`src/rtl/rotate_arbiter.sv`:
```
// Two-requester round-robin arbiter feeding a single-entry rotate-left result register.
// Optional completion counter on port done_cnt when ROTATE_ARBITER_CNT_EN is defined.
module rotate_arbiter #(
    parameter int START_PRIO = 0
) (
    input  logic       clk,
    input  logic       rst,
    input  logic       req0_valid,
    input  logic [3:0] req0_data,
    input  logic [1:0] req0_amt,
    output logic       req0_ready,
    input  logic       req1_valid,
    input  logic [3:0] req1_data,
    input  logic [1:0] req1_amt,
    output logic       req1_ready,
    output logic       out_valid,
    output logic [3:0] out_data,
    output logic       out_id,
    input  logic       out_ready
`ifdef ROTATE_ARBITER_CNT_EN
    ,
    output logic [7:0] done_cnt
`endif
);

    typedef enum logic {EMPTY = 1'b0, FULL = 1'b1} state_t;

    state_t     state_q, state_d;
    logic [3:0] data_q, data_d;
    logic       id_q, id_d;
    logic       prio_q, prio_d;

    logic       has_req;
    logic       accept_ok;
    logic       grant_id;
    logic       xfer;
    logic [3:0] sel_data;
    logic [1:0] sel_amt;
    logic [3:0] rot_data;

    // With only one requester valid it wins outright; the pointer only breaks ties.
    assign has_req   = req0_valid | req1_valid;
    assign grant_id  = (req0_valid & req1_valid) ? prio_q : req1_valid;
    assign accept_ok = (state_q == EMPTY) | out_ready;
    assign xfer      = has_req & accept_ok;
    assign sel_data  = grant_id ? req1_data : req0_data;
    assign sel_amt   = grant_id ? req1_amt  : req0_amt;

    generate
        for (genvar gi = 0; gi < 4; gi++) begin : g_rot
            localparam logic [1:0] POS = 2'(gi);
            logic [1:0] src_idx;
            assign src_idx      = POS - sel_amt;
            assign rot_data[gi] = sel_data[src_idx];
        end
    endgenerate

    always_ff @(posedge clk or posedge rst) begin
        if (rst) begin
            state_q <= EMPTY;
            data_q  <= 4'b0000;
            id_q    <= 1'b0;
            prio_q  <= 1'(START_PRIO);
        end else begin
            state_q <= state_d;
            data_q  <= data_d;
            id_q    <= id_d;
            prio_q  <= prio_d;
        end
    end

    always_comb begin
        state_d = state_q;
        data_d  = data_q;
        id_d    = id_q;
        prio_d  = prio_q;
        if (xfer) begin
            state_d = FULL;
            data_d  = rot_data;
            id_d    = grant_id;
            prio_d  = ~grant_id;
        end else if (state_q == FULL && out_ready) begin
            state_d = EMPTY;
        end
    end

    // Ready is forced low during reset because the cleared state alone would look EMPTY.
    always_comb begin
        req0_ready = 1'b0;
        req1_ready = 1'b0;
        if (!rst && xfer) begin
            req0_ready = ~grant_id;
            req1_ready = grant_id;
        end
        out_valid = (state_q == FULL);
        out_data  = data_q;
        out_id    = id_q;
    end

`ifdef ROTATE_ARBITER_CNT_EN
    logic [7:0] cnt_q;

    always_ff @(posedge clk or posedge rst) begin
        if (rst) begin
            cnt_q <= 8'd0;
        end else if (state_q == FULL && out_ready) begin
            cnt_q <= cnt_q + 8'd1;
        end
    end

    assign done_cnt = cnt_q;
`endif

endmodule
```
`config.mk`:
```
export PLATFORM = sky130hd
export DESIGN_NAME = rotate_arbiter
export DESIGN_NICKNAME = d
export VERILOG_FILES = /design/src/rtl/rotate_arbiter.sv
export SDC_FILE = /design/constraint.sdc
export NUM_CORES = 1
export LEC_CHECK = 0
export ABC_AREA = 0
export BUFFER_PORTS_ARGS = -buffer_cell sky130_fd_sc_hd__buf_2
export CAP_MARGIN = 0
export CORE_UTILIZATION = 45
export CTS_CLUSTER_SIZE = 28
export DETAILED_ROUTE_END_ITERATION = 12
export PLACE_DENSITY = 0.77
export RECOVER_POWER = 25
export SKIP_CTS_REPAIR_TIMING = 1
export SLEW_MARGIN = 30
export SYNTH_ARGS = -nofsm -noshare
export SYNTH_HDL_FRONTEND = slang
export SYNTH_SLANG_ARGS = --single-unit
```
`constraint.sdc`:
```
create_clock -name clk -period 1.5 [get_ports clk]
set_input_delay 0.3 -clock clk [delete_from_list [all_inputs] [get_ports clk]]
set_output_delay 0.3 -clock clk [all_outputs]
set_load 0.05 [all_outputs]
```
==> flow_summary.json <==
{
  "p_int_mw": 0.4666,
  "initial_core_util": 0.5097,
  "ff2ff_setup_slack_ns": 0.12,
  "drive_gt1_frac": 0.4184,
  "route.detailed.drc": 0,
  "pre_cts_slack_ns": 0.05923,
  "grt_overflow": 0,
  "syn-num-nets": 86,
  "pwr-share-comb": 0.477,
  "insertion_delay_ns": 0.27,
  "ys_types": 26,
  "die_width_um": 38.19,
  "arrival_ns": 1.26,
  "ios": 25,
  "antenna_found_initial": 0,
  "powerDensity_nw_per_um2": 1022,
  "synth_top_cell_area_share": 0.2972,
  "leakagePower_nw": 0.3787,
  "wirelength_mm": 1.512,
  "synth_cells": 69,
  "synthArstFlopShare": 1.000,
  "seq_power_share": 0.295,
  "grt_max_degree": 14,
  "gp_congestion": 0.8556,
  "via_count": 663,
  "h-tree-depth": 1,
  "tns_ns": -0.08172,
  "cp.required_ns": 1.20,
  "holdWs_ns": 0.1513,
  "fin_nets": 116,
  "maxCapViolations": 0,
  "setup_ws_ns": -0.05919,
  "ys_seq_area_frac": 0.2972,
  "drv_slew": 0,
  "max_slew_margin": 0.7351,
  "cp-end-kind": "output port",
  "setup_viol": 2,
  "final_util": 0.6948,
  "antennaDiodeCount": 0,
  "synth_seq_cells": 7,
  "synth_area_leaders": "dfrtp_1 30%, mux2i_1 14%, o21ai_0 5.9%",
  "place.port_buffers": 24,
  "swShare": 0.4318,
  "syn_area_um2": 589.3,
  "fin_worst_skew_ns": 0.009756,
  "critPathLaunchType": "flop",
  "finalCritPeriodShare": 1.039,
  "numCtsBuffers": 3,
  "grt_pass1_wl_mm": 2.352,
  "clock-sinks": 7,
  "tightest_slew_ns": 0.3974,
  "core_area_um2": 1156,
  "clkTransAtPathRegs_ns": 0.06,
  "path_max_fanout": 4,
  "grt_pass1_vias": 584,
  "placementRows": 12,
  "synth_top_area_cell": "dfrtp_1",
  "clock_path_buffers": 2,
  "hpwl_mm": 1.088,
  "status": "complete, but fails checks",
  "area_growth_pct": 36.31,
  "vdd_drop_max_v": 0.0005035,
  "cts_root_buffer": "clkbuf_4",
  "yosys_warnings": 0,
  "failed_checks": "setup timing",
  "hold_class": "in -> async",
  "die_y_um": 38.19,
  "drt_iter0_markers": 10,
  "rsz0062_at_grt": "true",
  "die_area_um2": 1458,
  "clkPwrFrac": 0.228,
  "viasPerCell": 5.920,
  "avgRoutedWirePerCell_um": 13.50,
  "synth-edff-count": 0,
  "worst-setup-path-type": "reg -> out",
  "first_pass_iters": 5,
  "switchingPower_mw": 0.3546,
  "p_total_mw": 0.8212,
  "fmax_mhz": 641.4,
  "fillers": 84,
  "layout_min_cycle_time_ns": 1.559,
  "tritoncts": "done",
  "ant_nets": 0,
  "grt_usage": 0.2389,
  "hold_violations": 0,
  "synth_flop_cell": "dfrtp_1",
  "synth_area_per_cell_um2": 8.541
}
-- sequential cells by signal, indices dropped and copies added (netlist names) --
name       cells
out_data       4
out_id         1
out_valid      1
prio_q         1
-- area by class of cell --
type	instances	area, um2	share of cell area
Multi-Input combinational cell	55	399.1	0.4969
Tap cell	14	17.52	0.02181
Clock buffer	4	26.28	0.03271
Timing Repair Buffer	30	176.4	0.2196
Sequential cell	7	176.4	0.2196
Inverter	2	7.507	0.009346
-- worst paths after layout --
check / start / cells after the start / endpoint
setup reg to reg: prio_q / 5 / out_data[1]
min in group clk: out_ready / 3 / out_valid
hold reg to reg: out_id / 1 / out_id
setup / recovery: out_valid / 4 / req0_ready
hold / removal: rst / 3 / out_id
max in group asynchronous: rst / 3 / out_valid
-- cell usage in the layout, fill, tap and decap left out, types with 2 or more instances in the layout --
master | synthesis | routed
buf_2 | 1 | 21
mux2i_1 | 8 | 8
o21ai_0 | 7 | 6
nand3_1 | 6 | 6
dfrtp_1 | 7 | 6
nor2_1 | 5 | 5
a31oi_1 | 5 | 5
buf_4 | 2 | 5
nand4_1 | 4 | 4
o211ai_1 | 4 | 4
clkbuf_4 | 0 | 3
clkbuf_1 | 0 | 3
nand2b_4 | 0 | 2
xnor2_1 | 2 | 2
-- stage by stage --
| stage | instance area, um2 | std cells |
|---|---|---|
| 3_3_place_gp | 743.2 | 106 |
| 5_1_grt | 803.3 | 112 |
| 6_report | 803.3 | 112 |
| 2_1_floorplan | 618.1 | 69 |
| 3_5_place_dp | 743.2 | 106 |
| 4_1_cts | 769.5 | 110 |
-- logic make-up (layout without fill, tap and decap cells) --
logic type / after synthesis / count (layout) / synth area share
and+or+nand+nor: 24 / 24 / 0.2187
AOI/OAI and AO/OA: 21 / 21 / 0.2335
muxes: 8 / 8 / 0.1359
DFF: 7 / 7 / 0.2972
buffers and inverters: 7 / 36 / 0.08490
xor gates and xnor gates: 2 / 2 / 0.02973
-- synthesized netlist by cell type (2+ instances only) --
| master | n |
|---|---|
| mux2i_1 | 8 |
| dfrtp_1 | 7 |
| o21ai_0 | 7 |
| nand3_1 | 6 |
| a31oi_1 | 5 |
| nor2_1 | 5 |
| nand4_1 | 4 |
| o211ai_1 | 4 |
| and3_1 | 2 |
| buf_4 | 2 |
| buf_6 | 2 |
| nand2_1 | 2 |
| xnor2_1 | 2 |
-- power by group through the flow --
stage | registers, mW | clock network [mW] | logic [mW]
finish | 0.242 | 0.187 | 0.392
global route | 0.248 | 0.198 | 0.421
CTS | 0.243 | 0.190 | 0.365
detailed placement | 0.246 | 0 | 0.364
global placement | 0.244 | 0 | 0.357
floorplan | 0.351 | 0 | 0.173
-- worst max-delay path, cell delays in order (launching register included) --
cell      delay [ns]
dfrtp_2         0.42
nand2b_4        0.10
o21a_1          0.15
and3_4          0.18
buf_8           0.14
-- layer usage --
metal,share of wire,track usage,vias to the layer above
met5,0,0,-
met1,0.43,0.2721,306
met2,0.51,0.4025,34
met4,0.0099,0.08929,0
met3,0.056,0.08721,4
li1,-,-,319
No activity file was read; power rests on OpenSTA's default activity.
